===== src/rtl/conv_mdc_kernel_ctrl_pkg.sv =====
// Shared types and constants for the conv_mdc kernel job controller and its
// adapter link.
package conv_mdc_kernel_ctrl_pkg;

    localparam int unsigned CONV_MDC_TIMEOUT_CYC = 4096;

    typedef struct packed {
        logic start;
    } ctrl_kernel_adapter_t;

    typedef struct packed {
        logic done;
        logic ready;
        logic idle;
    } flags_kernel_adapter_t;

    typedef enum logic [2:0] {
        IDLE,
        WAIT_STRM,
        START,
        COMPUTE,
        DRAIN,
        DONE
    } kernel_ctrl_state_t;

    // States in which the kernel is expected to make progress.
    function automatic logic is_watched_state(kernel_ctrl_state_t s);
        return (s == COMPUTE) || (s == DRAIN);
    endfunction

endpackage


===== src/rtl/conv_mdc_kernel_ctrl_if.sv =====
// Controller <-> kernel adapter link: start command out, per-output flags back.
interface conv_mdc_kernel_ctrl_if;
    import conv_mdc_kernel_ctrl_pkg::*;

    ctrl_kernel_adapter_t  ctrl;
    flags_kernel_adapter_t flags;

    modport master (output ctrl, input flags);
    modport slave  (input ctrl, output flags);

endinterface


===== src/rtl/conv_mdc_kernel_ctrl_watchdog.sv =====
// Stall watchdog: counts cycles since the last load and flags expiry once
// TIMEOUT_CYC cycles have passed without a reload. TIMEOUT_CYC=0 disables it.
module conv_mdc_watchdog #(
    parameter int unsigned TO_WIDTH    = 16,
    parameter int unsigned TIMEOUT_CYC = 4096
) (
    input  logic clk_i,
    input  logic rst_i,
    input  logic load_i,
    input  logic inc_i,
    output logic expire_o
);

    localparam logic [TO_WIDTH-1:0] LIMIT = TO_WIDTH'(TIMEOUT_CYC);

    logic [TO_WIDTH-1:0] r_cnt;

    // Loading to 1 makes the count include the current cycle, so expiry lands
    // exactly TIMEOUT_CYC cycles after the reload.
    always_ff @(posedge clk_i) begin
        if (rst_i) begin
            r_cnt <= '0;
        end else if (load_i) begin
            r_cnt <= TO_WIDTH'(1);
        end else if (inc_i && (r_cnt != LIMIT)) begin
            r_cnt <= r_cnt + TO_WIDTH'(1);
        end
    end

    generate
        if (TIMEOUT_CYC == 0) begin : g_disabled
            logic w_unused_cnt;
            assign w_unused_cnt = ^r_cnt;
            assign expire_o     = 1'b0;
        end else begin : g_enabled
            assign expire_o = inc_i && (r_cnt == LIMIT);
        end
    endgenerate

endmodule


===== src/rtl/conv_mdc_kernel_ctrl.sv =====
// Job-level initiator for the conv_mdc kernel adapter: waits for the streamers,
// fires one start, counts done pulses against the job length, aborts on stall.
module conv_mdc_kernel_ctrl
    import conv_mdc_kernel_ctrl_pkg::*;
#(
    parameter int unsigned CNT_WIDTH   = 32,
    parameter int unsigned TIMEOUT_CYC = CONV_MDC_TIMEOUT_CYC,
    parameter int unsigned TO_WIDTH    = 16
) (
    input  logic                   clk_i,
    input  logic                   rst_i,
    input  logic                   clear_i,
    input  logic                   job_start_i,
    input  logic [CNT_WIDTH-1:0]   n_outputs_i,
    input  logic                   streamer_ready_i,
    conv_mdc_kernel_ctrl_if.master kernel_if,
    output logic                   busy_o,
    output logic                   job_done_o,
    output logic                   err_timeout_o,
    output logic [CNT_WIDTH-1:0]   out_cnt_o
);

    kernel_ctrl_state_t r_state;
    kernel_ctrl_state_t w_state_next;

    logic [CNT_WIDTH-1:0] r_len;
    logic [CNT_WIDTH-1:0] r_out_cnt;
    logic                 r_err;

    logic                 w_srst;
    logic                 w_done;
    logic                 w_idle;
    logic                 w_watched;
    logic                 w_expire;
    logic                 w_abort;
    logic                 w_last_done;
    logic [CNT_WIDTH-1:0] w_cnt_inc;
    logic                 w_start;
    logic                 w_unused_ready;

    assign w_srst         = rst_i | clear_i;
    assign w_done         = kernel_if.flags.done;
    assign w_idle         = kernel_if.flags.idle;
    assign w_unused_ready = kernel_if.flags.ready;
    assign w_watched      = is_watched_state(r_state);

    assign w_cnt_inc   = (&r_out_cnt) ? r_out_cnt : r_out_cnt + CNT_WIDTH'(1);
    assign w_last_done = w_done && (w_cnt_inc == r_len);

    // A normal DRAIN exit wins over a coincident expiry.
    assign w_abort = w_expire && !((r_state == DRAIN) && w_idle);

    // COMPUTE is only entered from START and DRAIN only on a done, so reloading
    // outside the watched states and on every done covers both state entries.
    conv_mdc_watchdog #(
        .TO_WIDTH    (TO_WIDTH),
        .TIMEOUT_CYC (TIMEOUT_CYC)
    ) u_watchdog (
        .clk_i    (clk_i),
        .rst_i    (w_srst),
        .load_i   (!w_watched || w_done),
        .inc_i    (w_watched && !w_done),
        .expire_o (w_expire)
    );

    always_ff @(posedge clk_i) begin
        if (w_srst) begin
            r_state <= IDLE;
        end else begin
            r_state <= w_state_next;
        end
    end

    always_comb begin
        w_state_next = r_state;
        unique case (r_state)
            IDLE: begin
                if (job_start_i) begin
                    w_state_next = (n_outputs_i == '0) ? DONE : WAIT_STRM;
                end
            end
            WAIT_STRM: begin
                if (streamer_ready_i) begin
                    w_state_next = START;
                end
            end
            START: begin
                w_state_next = COMPUTE;
            end
            COMPUTE: begin
                if (w_last_done) begin
                    w_state_next = DRAIN;
                end else if (w_abort) begin
                    w_state_next = DONE;
                end
            end
            DRAIN: begin
                if (w_idle || w_abort) begin
                    w_state_next = DONE;
                end
            end
            DONE: begin
                w_state_next = IDLE;
            end
            default: begin
                w_state_next = IDLE;
            end
        endcase
    end

    always_comb begin
        w_start    = (r_state == START);
        busy_o     = (r_state != IDLE);
        job_done_o = (r_state == DONE);
    end

    assign kernel_if.ctrl.start = w_start;

    always_ff @(posedge clk_i) begin
        if (w_srst) begin
            r_len     <= '0;
            r_out_cnt <= '0;
            r_err     <= 1'b0;
        end else begin
            if ((r_state == IDLE) && job_start_i) begin
                r_len     <= n_outputs_i;
                r_out_cnt <= '0;
                r_err     <= 1'b0;
            end else if (w_watched && w_done) begin
                r_out_cnt <= w_cnt_inc;
            end
            if (w_watched && w_abort) begin
                r_err <= 1'b1;
            end
        end
    end

    assign err_timeout_o = r_err;
    assign out_cnt_o     = r_out_cnt;

endmodule

===== src/flat_wrapper.sv =====
// flat-port wrapper written by rule: the top's interface ports become plain ports
module conv_mdc_kernel_ctrl_flat import conv_mdc_kernel_ctrl_pkg::*;
#(
    parameter int unsigned CNT_WIDTH   = 32,
    parameter int unsigned TIMEOUT_CYC = CONV_MDC_TIMEOUT_CYC,
    parameter int unsigned TO_WIDTH    = 16
)
  (clk_i, rst_i, clear_i, job_start_i, n_outputs_i, streamer_ready_i, busy_o, job_done_o, err_timeout_o, out_cnt_o, kernel_if_ctrl, kernel_if_flags);
  conv_mdc_kernel_ctrl_if kernel_if_i ();
  input  logic clk_i;
  input  logic rst_i;
  input  logic clear_i;
  input  logic job_start_i;
  input  logic [CNT_WIDTH-1:0] n_outputs_i;
  input  logic streamer_ready_i;
  output logic busy_o;
  output logic job_done_o;
  output logic err_timeout_o;
  output logic [CNT_WIDTH-1:0] out_cnt_o;
  output wire logic [$bits(kernel_if_i.ctrl)-1:0] kernel_if_ctrl;
  input wire logic [$bits(kernel_if_i.flags)-1:0] kernel_if_flags;
  assign kernel_if_ctrl = kernel_if_i.ctrl;
  assign kernel_if_i.flags = kernel_if_flags;
  conv_mdc_kernel_ctrl #(.CNT_WIDTH(CNT_WIDTH), .TIMEOUT_CYC(TIMEOUT_CYC), .TO_WIDTH(TO_WIDTH)) u_core (.clk_i(clk_i), .rst_i(rst_i), .clear_i(clear_i), .job_start_i(job_start_i), .n_outputs_i(n_outputs_i), .streamer_ready_i(streamer_ready_i), .kernel_if(kernel_if_i), .busy_o(busy_o), .job_done_o(job_done_o), .err_timeout_o(err_timeout_o), .out_cnt_o(out_cnt_o));
endmodule

===== config.mk =====
export PLATFORM = sky130hd
export DESIGN_NAME = conv_mdc_kernel_ctrl_flat
export DESIGN_NICKNAME = d
export VERILOG_FILES = /design/src/rtl/conv_mdc_kernel_ctrl_pkg.sv /design/src/rtl/conv_mdc_kernel_ctrl_if.sv /design/src/rtl/conv_mdc_kernel_ctrl_watchdog.sv /design/src/rtl/conv_mdc_kernel_ctrl.sv /design/src/flat_wrapper.sv
export SDC_FILE = /design/constraint.sdc
export NUM_CORES = 1
export LEC_CHECK = 0
export ABC_AREA = 1
export ABC_CLOCK_PERIOD_IN_PS = 2600
export CAP_MARGIN = 20
export CORE_MARGIN = 2
export CORE_UTILIZATION = 50
export DETAILED_ROUTE_END_ITERATION = 16
export GPL_ROUTABILITY_DRIVEN = 0
export PLACE_DENSITY = 0.88
export SLEW_MARGIN = 0
export SYNTH_ARGS = -nofsm -noshare
export SYNTH_HDL_FRONTEND = slang
export SYNTH_SLANG_ARGS = --single-unit

===== constraint.sdc =====
create_clock -name clk_i -period 2.6 [get_ports clk_i]
set_clock_uncertainty 0.15 [all_clocks]
set_input_delay 0.26 -clock clk_i [delete_from_list [all_inputs] [get_ports clk_i]]
set_output_delay 0.26 -clock clk_i [all_outputs]
set_load 0.1 [all_outputs]

# After elaboration in Yosys (flattened, before gate mapping)
# Index checks and enable logic that the tools add are counted.
totals:
  inputBits: 40
  out_inout_bits: 36
  reg_bits: 84
  wordCells: 57
op_classes:
  reduce_logical: 24
  add_sub_neg: 2
  eq_ne: 12
  n_bitwise: 1
  muxes: 12
op_table:
  columns: ["cell", "n"]
  rows:
  - ["32-bit by 1-bit adder with 32-bit output, second input constant", 1]
  - ["32-bit equality test", 1]
  - ["32-bit zero test", 1]
  - ["32-bit 2-to-1 mux", 1]
  - ["32-bit AND reduction", 1]
  - ["3-bit 2-to-1 mux", 6]
  - ["16-bit by 1-bit adder with 16-bit output, second input constant", 1]
  - ["16-bit by 13-bit equality test with 1-bit output, second input constant", 1]
  - ["16-bit by 13-bit inequality test with 1-bit output, second input constant", 1]
  - ["3-bit case mux with 5 select lines", 1]
  - ["1-bit logical AND", 9]
  - ["3-bit by 2-bit equality test with 1-bit output, second input constant", 2]
  - ["3-bit equality test, second input constant", 2]
  - ["2-bit inequality test, second input constant", 3]
  - ["1-bit 2-to-1 mux", 4]
  - ["4-bit AND reduction", 1]
  - ["2-bit nonzero test", 2]
  - ["2-bit OR reduction", 2]
  - ["3-bit by 1-bit equality test with 1-bit output, second input constant", 1]
  - ["1-bit zero test", 3]
  - ["3-bit zero test", 1]
  - ["1-bit logical OR", 3]
  - ["3-bit by 1-bit inequality test with 1-bit output, second input constant", 1]
  - ["3-bit nonzero test", 1]
  - ["1-bit bitwise OR", 1]

# Longest topological paths before layout
logic_depth:
  depth_word: 8
  mapped_depth: 23

# Cells and area by module
# A second synthesis with hierarchy kept.
unflattened:
  cells_unflattened: 940
  hier_area_um2: 5535.3
by_module_without_submodules:
  columns: ["module", "cells_per_inst", "area_per_inst_um2", "n_inst"]
  rows:
  - ["conv_mdc_kernel_ctrl", 765, 4485.6, 1]
  - ["conv_mdc_watchdog", 175, 1049.8, 1]

# Least setup slack after synthesis
# No wires, ideal clock.
synth_timing:
  path_kind: "register to register"
  start: "register u_core.r_out_cnt[1], in the netlist u_core.out_cnt_o[1]"
  end: "register u_core.r_state[0]"
  period_less_slack_ns: 3.222
  path_stages_with_launch: 24
  slack_ns: -0.622
  setup_time_ns: 0.124
  t_required_ns: 2.326
  path_buffers: 1
  arrival_time_ns: 2.948
  path_cell_list: "dfxtp_1 ha_1 buf_2 nand3_1 nor2_1 inv_1 nor2_1 nand2_1 nand2_1 nand2_1 nand2_1 nand2_1 nand2_1 nand2_1 nor2_1 nand2_1 nor2_1 nand2_1 nand3_2 nand2_1 inv_1 nand2_1 nand2_1 nor2_1"
synth_via:
  elab_chain_cells: 6
  word_cells_on_any_way: 9
  cone_classes: "add/sub: 1; eq/ne: 2; mux: 3; reduce/logical: 3"
synth_rtl:
  columns: ["item", "line_no", "source"]
  rows:
  - ["start, declared", "conv_mdc_kernel_ctrl.sv:27", "logic [CNT_WIDTH-1:0] r_out_cnt;"]
  - ["start signal, assigned", "conv_mdc_kernel_ctrl.sv:130", "r_out_cnt <= w_cnt_inc;"]
  - ["32-bit by 1-bit adder with 32-bit output or 32-bit AND reduction (tied branches)", "conv_mdc_kernel_ctrl.sv:47", "assign w_cnt_inc = (&r_out_cnt) ? r_out_cnt : r_out_cnt + CNT_WIDTH'(1);"]
  - ["32-bit 2-to-1 mux *", "conv_mdc_kernel_ctrl.sv:47", null]
  - ["32-bit equality test *", "conv_mdc_kernel_ctrl.sv:48", "assign w_last_done = w_done && (w_cnt_inc == r_len);"]
  - ["1-bit logical AND *", "conv_mdc_kernel_ctrl.sv:48", null]
  - ["3-bit 2-to-1 mux or 3-bit by 1-bit inequality test with 1-bit output (tied branches)", null, null]
  - ["3-bit case mux with 5 select lines or 4-bit AND reduction (tied branches)", null, null]
  - ["end signal, assigned", "conv_mdc_kernel_ctrl.sv:70", "r_state <= w_state_next;"]
  - ["end, declared", "conv_mdc_kernel_ctrl.sv:23", "kernel_ctrl_state_t r_state;"]
# Every way passes the cells marked *; elsewhere a longest branch is shown, timed or not.
# A chain may end at the register's enable or synchronous reset.

# Final worst setup path
layout_timing:
  start: "register u_core.r_out_cnt[3], in the netlist u_core.out_cnt_o[3]"
  end: "register u_core.r_state[0]"
# The elaborated chain is that of the path after synthesis.

==> results.sh <==
export IMPL_io_buffers=74
export IMPL_grt_max_degree=62
export IMPL_dieHeight_um=105
export IMPL_hold_viol=0
export IMPL_ios=76
export IMPL_setup_viol=1
export IMPL_htreeDepth=3
export IMPL_drv_cap=0
export IMPL_first_iter_violations=659
export IMPL_final_core_util_pct=71.6
export IMPL_drive_gt1_share_pct=25.8
export IMPL_ant_nets=0
export IMPL_cp_end_kind="flip-flop"
export IMPL_hpwl_um=11900
export IMPL_grt_use_total_pct=28.2
export IMPL_p_per_area_mw_per_mm2=377
export IMPL_vdd_ir_drop_max_uv=273
export IMPL_antenna_found_initial=0
export IMPL_die_w_um=105
export IMPL_grt_pass1_wl_um=24800
export IMPL_cp_max_fo=6
export IMPL_max_slew_margin_pct=66.4
export IMPL_cts_tree="built"
export IMPL_clk_pin_slew_ns=0.09
export IMPL_synth_edf_count=0
export IMPL_core_area_mm2=0.00982
export IMPL_initial_utilization_pct=51.8
export IMPL_status="complete, but fails checks"
export IMPL_cts_sinks=84
export IMPL_p_leak_nw=3.12
export IMPL_max_clock_freq_mhz=384
export IMPL_synth_seq_cells=84
export IMPL_ys_warn_count=0
export IMPL_hold_end="u_core.r_len[25]"
export IMPL_hold_path_class="reg -> reg"
export IMPL_crit_arrival_ns=2.71
export IMPL_rrSetupSlack_ns=-0.004
export IMPL_hold_start="u_core.r_len[25]"
export IMPL_drcViolationCount=0
export IMPL_ys_seq_area_share_pct=33.1
export IMPL_final_max_slew_viol_count=0
export IMPL_period_share_pct=100
export IMPL_wl_per_cell_um=15.5
export IMPL_root_buffer="clkbuf_8"
export IMPL_syn_area_mm2=0.00508
export IMPL_routed_wl_um=17200
export IMPL_layout_nets=1018
export IMPL_synth_cells=833
export IMPL_fp_row_count=36
export IMPL_area_delta_synth_final_pct=38.4
export IMPL_viasPerCell=5.58
export IMPL_async_flop_share_pct=0
export IMPL_cts_buffer_depth=2
export IMPL_worstPathRequired_ns=2.71
export IMPL_clock_latency_ns=0.37
export IMPL_worst_pin_slew_ns=0.504
export IMPL_pre_cts_ws_ns=0.0161
export IMPL_dieArea_mm2=0.0110
export IMPL_reg2reg_from="u_core.out_cnt_o[3]"
export IMPL_num_vias=6216
export IMPL_hold_depth=2
export IMPL_p_total_mw=2.65
export IMPL_grt_pass1_vias=5235
export IMPL_cp_start_kind="flip-flop"
export IMPL_antenna_diode_count=0
export IMPL_worstReg2RegEnd="u_core.r_state[0]"
export IMPL_reg2regPathDepth=19
export IMPL_worst_slack_ns=-0.00384
export IMPL_syn_avg_cell_area_um2=6.10
export IMPL_period_minus_slack_ns=2.60
export IMPL_synth_distinct_cells=34
export IMPL_rsz0062_at_grt="true"
export IMPL_syn_num_nets=876
export IMPL_failed_checks="setup timing"
export IMPL_dr_pass1_iters=6
export IMPL_finalSetupTns_ns=-0.00384
export IMPL_ys_flop_type="dfxtp_1"
export IMPL_cts_inserted_buffers=9
export IMPL_worstSetupPathType="reg -> reg"
export IMPL_overflow=0
==> per-layer routing <==
layer / wire [µm] / global-route usage (%) / part of all wire (%) / up-vias
met5: 0 / 0 / 0 / -
li1: - / - / - / 2973
met1: 7130 / 38.3 / 41 / 2776
met3: 1930 / 7.61 / 11 / 67
met2: 7560 / 43.5 / 44 / 400
met4: 594 / 8.76 / 3.5 / 0
==> cells in the mapped netlist, types with 3 or more instances <==
library cell | number | area (µm²)
o21ai_0 | 75 | 375
nand2_2 | 5 | 31.3
nand4_1 | 13 | 81.3
xor2_1 | 13 | 114
nor2_1 | 91 | 342
nand3_1 | 71 | 355
clkbuf_1 | 17 | 63.8
dfxtp_1 | 84 | 1680
nand2_1 | 208 | 781
nor3_1 | 10 | 50.1
buf_2 | 5 | 25.0
ha_1 | 3 | 37.5
nor2_2 | 4 | 25.0
nor4_1 | 9 | 56.3
a21oi_1 | 73 | 365
inv_1 | 128 | 480
==> area by class of cell <==
type                    count  area (µm²)
multi-input cells         597        3100
fillers                   747        2780
flip-flops and latches     84        1740
repair buffers            154        1320
inverters                 129         484
clock buffers              12         166
well taps                 133         166
clock inverters             4        55.1
==> placed cells by master, fill, tap and decap left out, types with 2 or more instances in the layout <==
master	count
o21ai_2	2
nand2_4	4
nor2_2	26
nor4_1	9
nand2_2	27
nand3_2	8
xor2_1	12
a21oi_1	73
ha_1	2
buf_6	6
dfxtp_2	25
buf_4	107
inv_2	3
inv_1	126
clkinv_4	2
clkbuf_16	3
nor3_1	8
nand3_1	64
clkdlybuf4s50_1	38
nor3_2	3
nand2_1	184
dfxtp_1	51
o211ai_1	2
nor2_4	10
nand3b_1	2
nand4_1	13
o31ai_1	2
nor2_1	61
dfxtp_4	8
o21ai_0	73
clkbuf_8	10
==> worst max-delay path: stages (launching register included) <==
cell,delay (ns)
dfxtp_4,0.41
nand2_2,0.12
nor2_2,0.21
nand2_1,0.16
nor2_1,0.21
nand3_1,0.09
nand2_1,0.10
nand2_1,0.07
a21oi_1,0.13
nand2_1,0.08
nor2_1,0.14
nand2_1,0.08
nor2_1,0.10
nand2_1,0.10
nand3_2,0.09
nand2_1,0.05
inv_1,0.05
nand2_1,0.05
nand2_1,0.05
nor2_1,0.04
==> worst max-delay path by stage <==
stage,start,to,depth (start not counted)
floorplan,u_core.out_cnt_o[1],u_core.r_state[0],21
global placement,u_core.out_cnt_o[0],u_core.r_state[0],22
detailed placement,u_core.out_cnt_o[0],u_core.r_state[0],22
CTS,u_core.out_cnt_o[0],u_core.r_state[0],22
global route,u_core.out_cnt_o[22],u_core.r_state[0],21
finish,u_core.out_cnt_o[3],u_core.r_state[0],19
==> logic make-up (layout without fill, tap and decap cells) <==
group	count (synthesis)	after routing	share of synthesized area [%]
adder cells (fa/ha/maj)	3	3	0.738
AO/OA/AOI/OAI	155	155	15.6
AND/OR/NAND/NOR	424	425	36.6
flip-flops	84	84	33.1
XOR/XNOR	14	14	2.41
buffers and inverters	153	299	11.6
==> through the flow <==
| step | area (µm²) | hold slack (ns) | std cells |
|---|---|---|---|
| global placement | 6300 | 0.304 | 1072 |
| floorplan | 5150 | 0.275 | 833 |
| detailed placement | 6300 | 0.309 | 1072 |
| finish | 7040 | 0.321 | 1113 |
| CTS | 6530 | 0.322 | 1088 |
| global route | 7040 | 0.335 | 1113 |
==> registers in the layout, indices dropped and copies added, names as in the netlist <==
name,flops
u_core.out_cnt_o,32
u_core.r_len,32
u_core.u_watchdog.r_cnt,16
u_core.r_state,3
u_core.err_timeout_o,1
==> timing repair <==
action | CTS | global route
setup buffers | 0 | 22
cloned | 0 | 3
pin swaps | 0 | 44
hold buffers | 0 | 0
resized for setup | 1 | 90
endpoints found under the setup margin | 1 | 6
==> report_power, final <==
group	internal, mW	switching (mW)
Combinational	0.111	0.168
Sequential	1.31	0.0153
Clock	0.533	0.519
Total	1.95	0.702
Power figures use the tool's default switching activity.
